[config.mk]
export PLATFORM = sky130hd
export DESIGN_NAME = universal_register
export DESIGN_NICKNAME = d
export VERILOG_FILES = /design/src/rtl/universal_register_pkg.sv /design/src/rtl/ur_next_value.sv /design/src/rtl/universal_register.sv
export SDC_FILE = /design/constraint.sdc
export NUM_CORES = 1
export LEC_CHECK = 0
export CORE_UTILIZATION = 40
export CTS_BUF_LIST = sky130_fd_sc_hd__clkbuf_8 sky130_fd_sc_hd__clkbuf_16
export CTS_CLUSTER_SIZE = 30
export DETAILED_ROUTE_END_ITERATION = 6
export GPL_ROUTABILITY_DRIVEN = 0
export GPL_TIMING_DRIVEN = 0
export PLACE_DENSITY_LB_ADDON = 0.05
export SETUP_SLACK_MARGIN = 0.1
export SLEW_MARGIN = 20
export SYNTH_ARGS = -nofsm -noshare
export SYNTH_HDL_FRONTEND = slang
export SYNTH_HIERARCHICAL = 1
export SYNTH_SLANG_ARGS = --single-unit
[constraint.sdc]
create_clock -name CLK -period 1.6 [get_ports CLK]
set_clock_uncertainty 0.05 [all_clocks]
set_input_delay 0.24 -clock CLK [delete_from_list [all_inputs] [get_ports CLK]]
set_output_delay 0.24 -clock CLK [all_outputs]
set_load 0.02 [all_outputs]
[src/rtl/universal_register_pkg.sv]
// Shared definitions for the universal datapath register: operation encoding.
package universal_register_pkg;

  localparam int OP_WIDTH = 3;

  localparam logic [OP_WIDTH-1:0] OP_HOLD = 3'b000;
  localparam logic [OP_WIDTH-1:0] OP_LOAD = 3'b001;
  localparam logic [OP_WIDTH-1:0] OP_INC  = 3'b010;
  localparam logic [OP_WIDTH-1:0] OP_DEC  = 3'b011;
  localparam logic [OP_WIDTH-1:0] OP_SHL  = 3'b100;
  localparam logic [OP_WIDTH-1:0] OP_SHR  = 3'b101;
  localparam logic [OP_WIDTH-1:0] OP_ROL  = 3'b110;
  localparam logic [OP_WIDTH-1:0] OP_CLR  = 3'b111;

endpackage

[src/rtl/ur_next_value.sv]
// Next-state logic for the universal register: computes the value and the
// carry/borrow/shifted-out bit that the selected operation would produce.
module ur_next_value
  import universal_register_pkg::*;
#(
  parameter int WIDTH = 4
) (
  input  logic [WIDTH-1:0]    q,
  input  logic                carry,
  input  logic [OP_WIDTH-1:0] op,
  input  logic [WIDTH-1:0]    in,
  input  logic                serial_in,
  output logic [WIDTH-1:0]    q_next,
  output logic                carry_next
);

  // Arithmetic is done one bit wider so the top bit is the carry or borrow.
  logic [WIDTH:0] inc_sum;
  logic [WIDTH:0] dec_diff;

  assign inc_sum  = {1'b0, q} + (WIDTH + 1)'(1);
  assign dec_diff = {1'b0, q} - (WIDTH + 1)'(1);

  // Select the result of the requested operation.
  always_comb begin
    // NOTE: defaults first so every path assigns both outputs; a missed
    // branch would otherwise infer a latch. They also make unknown op hold.
    q_next     = q;
    carry_next = carry;
    case (op)
      OP_HOLD: ;
      OP_LOAD: begin
        q_next     = in;
        carry_next = 1'b0;
      end
      OP_INC: begin
        q_next     = inc_sum[WIDTH-1:0];
        carry_next = inc_sum[WIDTH];
      end
      OP_DEC: begin
        q_next     = dec_diff[WIDTH-1:0];
        carry_next = dec_diff[WIDTH];
      end
      OP_SHL: begin
        q_next     = {q[WIDTH-2:0], serial_in};
        carry_next = q[WIDTH-1];
      end
      OP_SHR: begin
        q_next     = {serial_in, q[WIDTH-1:1]};
        carry_next = q[0];
      end
      OP_ROL: begin
        q_next     = {q[WIDTH-2:0], q[WIDTH-1]};
        carry_next = q[WIDTH-1];
      end
      OP_CLR: begin
        // Clears to zero, deliberately not to the reset value.
        q_next     = '0;
        carry_next = 1'b0;
      end
      default: ;
    endcase
  end

endmodule

[src/rtl/universal_register.sv]
// Universal datapath register (PC, AR, AC, shift registers): one operation
// per clock, registered carry, combinational zero flag.
module universal_register
  import universal_register_pkg::*;
#(
  parameter int               WIDTH       = 4,
  parameter logic [WIDTH-1:0] RESET_VALUE = '0
) (
  input  logic                CLK,
  input  logic                clear,
  input  logic                enable,
  input  logic [OP_WIDTH-1:0] op,
  input  logic [WIDTH-1:0]    in,
  input  logic                serial_in,
  output logic [WIDTH-1:0]    Q,
  output logic                carry,
  output logic                zero
);

  logic [WIDTH-1:0] q_next;
  logic             carry_next;

  ur_next_value #(.WIDTH(WIDTH)) u_next (
    .q          (Q),
    .carry      (carry),
    .op         (op),
    .in         (in),
    .serial_in  (serial_in),
    .q_next     (q_next),
    .carry_next (carry_next)
  );

  // Register state: async reset to RESET_VALUE, update only when enabled.
  always_ff @(posedge CLK or posedge clear) begin
    // NOTE: non-blocking assignments so Q and carry both update from the
    // pre-edge values, like real flops.
    if (clear) begin
      Q     <= RESET_VALUE;
      carry <= 1'b0;
    end else if (enable) begin
      Q     <= q_next;
      carry <= carry_next;
    end
  end

  assign zero = (Q == '0);

endmodule

Word level (Yosys, flattened, before mapping)
Cells that the tools add are included.
W data, S select, Z words.
{"block": "classes", "add_sub_neg": 2, "n_eq_ne": 7, "n_mux": 2, "n_reduce_logical": 7}
{"operator": "$pmux W4 S7", "n": 1}
{"operator": "$eq A3 B3 Y1 const B", "n": 4}
{"operator": "$reduce_bool A7 Y1", "n": 1}
{"operator": "$eq A3 B2 Y1 const B", "n": 2}
{"operator": "$add A4 B1 Y5 const B", "n": 1}
{"operator": "$pmux W1 S5", "n": 1}
{"operator": "$reduce_bool A5 Y1", "n": 1}
{"operator": "$sub A4 B1 Y5 const B", "n": 1}
{"operator": "$logic_not A4 Y1", "n": 1}
{"operator": "$reduce_and A2 Y1", "n": 2}
{"operator": "$reduce_or A2 Y1", "n": 2}
{"operator": "$eq A3 B1 Y1 const B", "n": 1}
{"block": "totals", "reg_bits": 5, "in_bits": 11, "output_inout_bits": 6, "elab_cells": 20}

Depth between registers and ports, before layout
{"block": "logic_depth", "depth_word": 4, "depth_mapped": 6, "depth_no_buf": 6}

By module
The synthesis kept the hierarchy.
{"module": "ur_next_value", "n_inst": 1, "cells_per_inst": 46, "area_each_um2": 359.1, "seq_area_each_um2": 0.0}
{"module": "universal_register", "n_inst": 1, "cells_per_inst": 12, "area_each_um2": 191.4, "seq_area_each_um2": 125.1}

Least setup slack after synthesis
Ideal clock, no wire load.
{"block": "synth_timing", "path_kind": "register to register", "startpoint": "reg Q[0]", "endpoint": "reg Q[1]", "setup_ns": 0.066, "arrival_ns": 1.614, "t_required_ns": 1.484, "slack_ns": -0.130, "stages_incl_launch_ff": 7, "n_path_buf": 0, "synth_period_minus_slack_ns": 1.730, "cell_sequence": "dfrtp_1 inv_1 ha_1 xnor2_1 a22o_1 a221oi_1 mux2_2"}
{"block": "synth_via", "elab_chain_cells": 2, "word_cells_on_any_way": 3, "cone_classes": "2 x add/sub; 1 x mux"}
{"element": "start: declaration", "line": "universal_register.sv:15", "source": "output logic [WIDTH-1:0] Q,"}
{"element": "start signal: assignment", "line": "universal_register.sv:41", "source": "Q <= q_next;"}
{"element": "$sub A4 B1 Y5 / $add A4 B1 Y5 (equally long branches)", "line": "ur_next_value.sv:22, ur_next_value.sv:21"}
{"element": "$pmux W4 S7 *", "line": "ur_next_value.sv:30", "source": "case (op)"}
{"element": "net q_next[1]", "line": "universal_register.sv:20", "source": "logic [WIDTH-1:0] q_next;"}
Mark *: on every way through the listed nets, which the timed path passes. The rest lies on a longest branch.
A chain may end at the register's enable or synchronous reset.

Final worst setup path
{"block": "layout_timing", "startpoint": "reg Q[2]", "endpoint": "reg Q[3]"}
Same word-level chain as after synthesis.

==> results.md <==
* Post-synth cell types at 33
* Total global-route track usage at 24.7%
* R2R depth at 5
* Final Net Count at 97
* Fmax achieved at 605 MHz
* Final hold viol count at 0
* Inserted Clock Buffers at 3
* Post-synth EDFFs at 0
* Pwr Density at 1120 nW/um^2
* Combinational family with the most area after synthesis: simple AND/OR/NAND/NOR gates
* FF-to-FF Start: Q[2]
* Status: finished with violations
* Layout cells sized above 1 at 45.8%
* CTS tree: done
* Port bufs at 16
* Row cnt at 13
* I/O pin cnt at 17
* Top delay family on crit path: flip-flops
* Max stage delay cell, worst path: dfrtp_2
* Chip width at 39.1 um
* Post-Route Utilization at 69.4%
* Fin area at 892 um^2
* Fin Setup TNS at -0.0530 ns
* DIE AREA at 1530 um^2
* Max incr delay on CP at 0.43 ns
* Max-Cap Viols at 0
* Routed vias/inst at 6.15
* Worst path buffer plus inverter count at 1
* Max IR drop VDD at 0.588 mV
* Antenna violations before repair at 0
* DP Worst Slack at -0.559 ns
* N_diodes at 0
* Clock Path Buffers at 2
* Hpwl dp at 1020 um
* Worst path depth at 5
* Violations in the final reports: negative setup slack
* Tmin final at 1.65 ns
* DRT iter0 DRCs at 17
* Hold Path Class: input pin to asynchronous set/reset pin
* Mux share of post-synthesis cell area at 15.9%
* Root Buffer: clkbuf_8
* Worst slew margin at 70.0%
* Placed cell area at 768 um^2
* Adder-cell area share of the yosys netlist at 4.55%
* Largest net degree at the start of global routing at 11
* Pre-antenna DRT Iters at 4
* Setup crit start kind: register
* Post-synth net total at 71
* Ys async rst share at 100%
* First-pass GRT wire length at 2420 um
* Grt ovf at 0
* Ys Warns at 6
* Die height at 39.1 um
* Crit path from: Q[2]
* Core Region at 1280 um^2
* Clk slew on worst S/H paths at 0.04 ns
* Sequential element share of the synthesized area at 22.7%
* Xor/xnor share of the synthesized area at 3.18%
* CTS Sinks at 5
* Lkg Pwr at 0.390 nW
* CP endpoint: Q[3]
* Ys flop type: dfrtp_1
* Crit end category: register
* Crit path kind: register to register
* Setup-failing EPs final at 1
* Final WS setup at -0.0530 ns
* Clock latency on the worst-skew pair at 0.22 ns
* Clock H-tree levels at 1
* P&R area growth vs syn at 62.0%
* RSZ-0062 raised after global routing: yes
* Synth Area in Compound Gates at 22.3%
* Area of the mapped netlist at 551 um^2
* Vias in the first global route at 515
* Post-Synthesis Cells at 58
* ANT nets after route at 0
* Worst-path fanout max at 8
* Worst R2R Setup Slack at -0.05 ns
* Critical Path RT at 1.66 ns
* Fin crit share at 103%
* Worst-path cell chain: buf_6 > nor2b_1 > o32ai_1 > nor3b_1 > mux2_2
* Via count at 603
* Routed WL per cell at 18.0 um
* Simple-gate area share of the yosys netlist at 22.3%
* Critical R2R Capture: Q[3]
* Yosys reg bits at 5
* CP arrival at 1.71 ns
* DR DRC count at 0
* Routed WL at 1760 um
* Slew @ Worst Pin at 0.446 ns
* Syn_area_per_cell at 9.49 um^2
* Initial Util at 42.8%
* Slew Viols, Final at 0
-- area by class of cell --
cell class,count,area [um^2]
multi-input cells,43,452
fillers,106,393
repair buffers,21,195
flip-flops and latches,5,129
clock buffers,3,41.3
plain buffers,3,26.3
inverters,7,26.3
well taps,15,18.8
clock inverters,1,3.75
-- power by group --
group          leakage, nW  switching, mW  internal [mW]
Combinational        0.305          0.245          0.293
Sequential          0.0576         0.0722          0.165
Clock               0.0269         0.0641          0.165
-- cells in the final DEF (no fill, tap or decap), drive strengths merged, types with 3 or more instances in the layout --
cell type / count
mux2: 6
a221oi: 3
nor2b: 3
dlygate4sd2: 6
inv: 8
buf: 9
clkbuf: 3
clkdlybuf4s50: 7
dfrtp: 5
-- cell families (layout without fill, tap and decap cells) --
group / after synthesis / count (layout)
multiplexers: 8 / 8
AND/OR/NAND/NOR: 17 / 17
adder cells (fa/ha/maj): 2 / 2
XOR/XNOR: 2 / 2
flip-flops: 5 / 5
buffers and inverters: 10 / 35
AO/OA/AOI/OAI: 14 / 14
-- through the flow --
step / hold slack [ns] / total power [mW] / std cells
after floorplan: -0.0317 / 0.528 / 58
after global placement: 0.400 / 0.691 / 89
after detailed placement: 0.400 / 0.695 / 89
after CTS: 0.164 / 0.956 / 96
after global routing: 0.209 / 1.06 / 98
final: 0.168 / 1.00 / 98
-- how the worst min path moves through the flow --
| stage | from | end | slack (ns) |
|---|---|---|---|
| final | clear | Q[3] | 0.17 |
| after global routing | clear | Q[3] | 0.21 |
| after CTS | clear | Q[3] | 0.16 |
| after detailed placement | clear | carry | 0.40 |
| after global placement | clear | carry | 0.40 |
| after floorplan | clear | Q[3] | -0.03 |
-- registers in the layout (all words and copies together), names as in the netlist --
name and flops:
Q 4, carry 1
-- cells in the mapped netlist (2+ instances only) --
cell type / n / area [um^2]
mux2i_1: 2 / 20.0
a221oi_1: 3 / 26.3
nor3_1: 2 / 10.0
nor3b_1: 2 / 15.0
nor4_1: 2 / 12.5
dfrtp_1: 5 / 125
xnor2_1: 2 / 17.5
inv_1: 7 / 26.3
ha_1: 2 / 25.0
mux2_2: 6 / 67.6
nor2b_1: 3 / 18.8
-- layer usage --
metal,track usage [%],up-vias,part of all wire [%]
li1,-,279,-
met1,32.2,295,44
met2,35.4,23,49
met3,7.51,6,4.9
met4,13.8,0,2.3
met5,0,-,0
-- what timing repair did --
item | in CTS | in global routing
setup buffers | 3 | 2
gates resized for setup | 22 | 6
pin swaps | 2 | 3
hold buffers | 0 | 0
endpoints found under the setup margin | 10 | 7
Power figures use the tool's default switching activity.
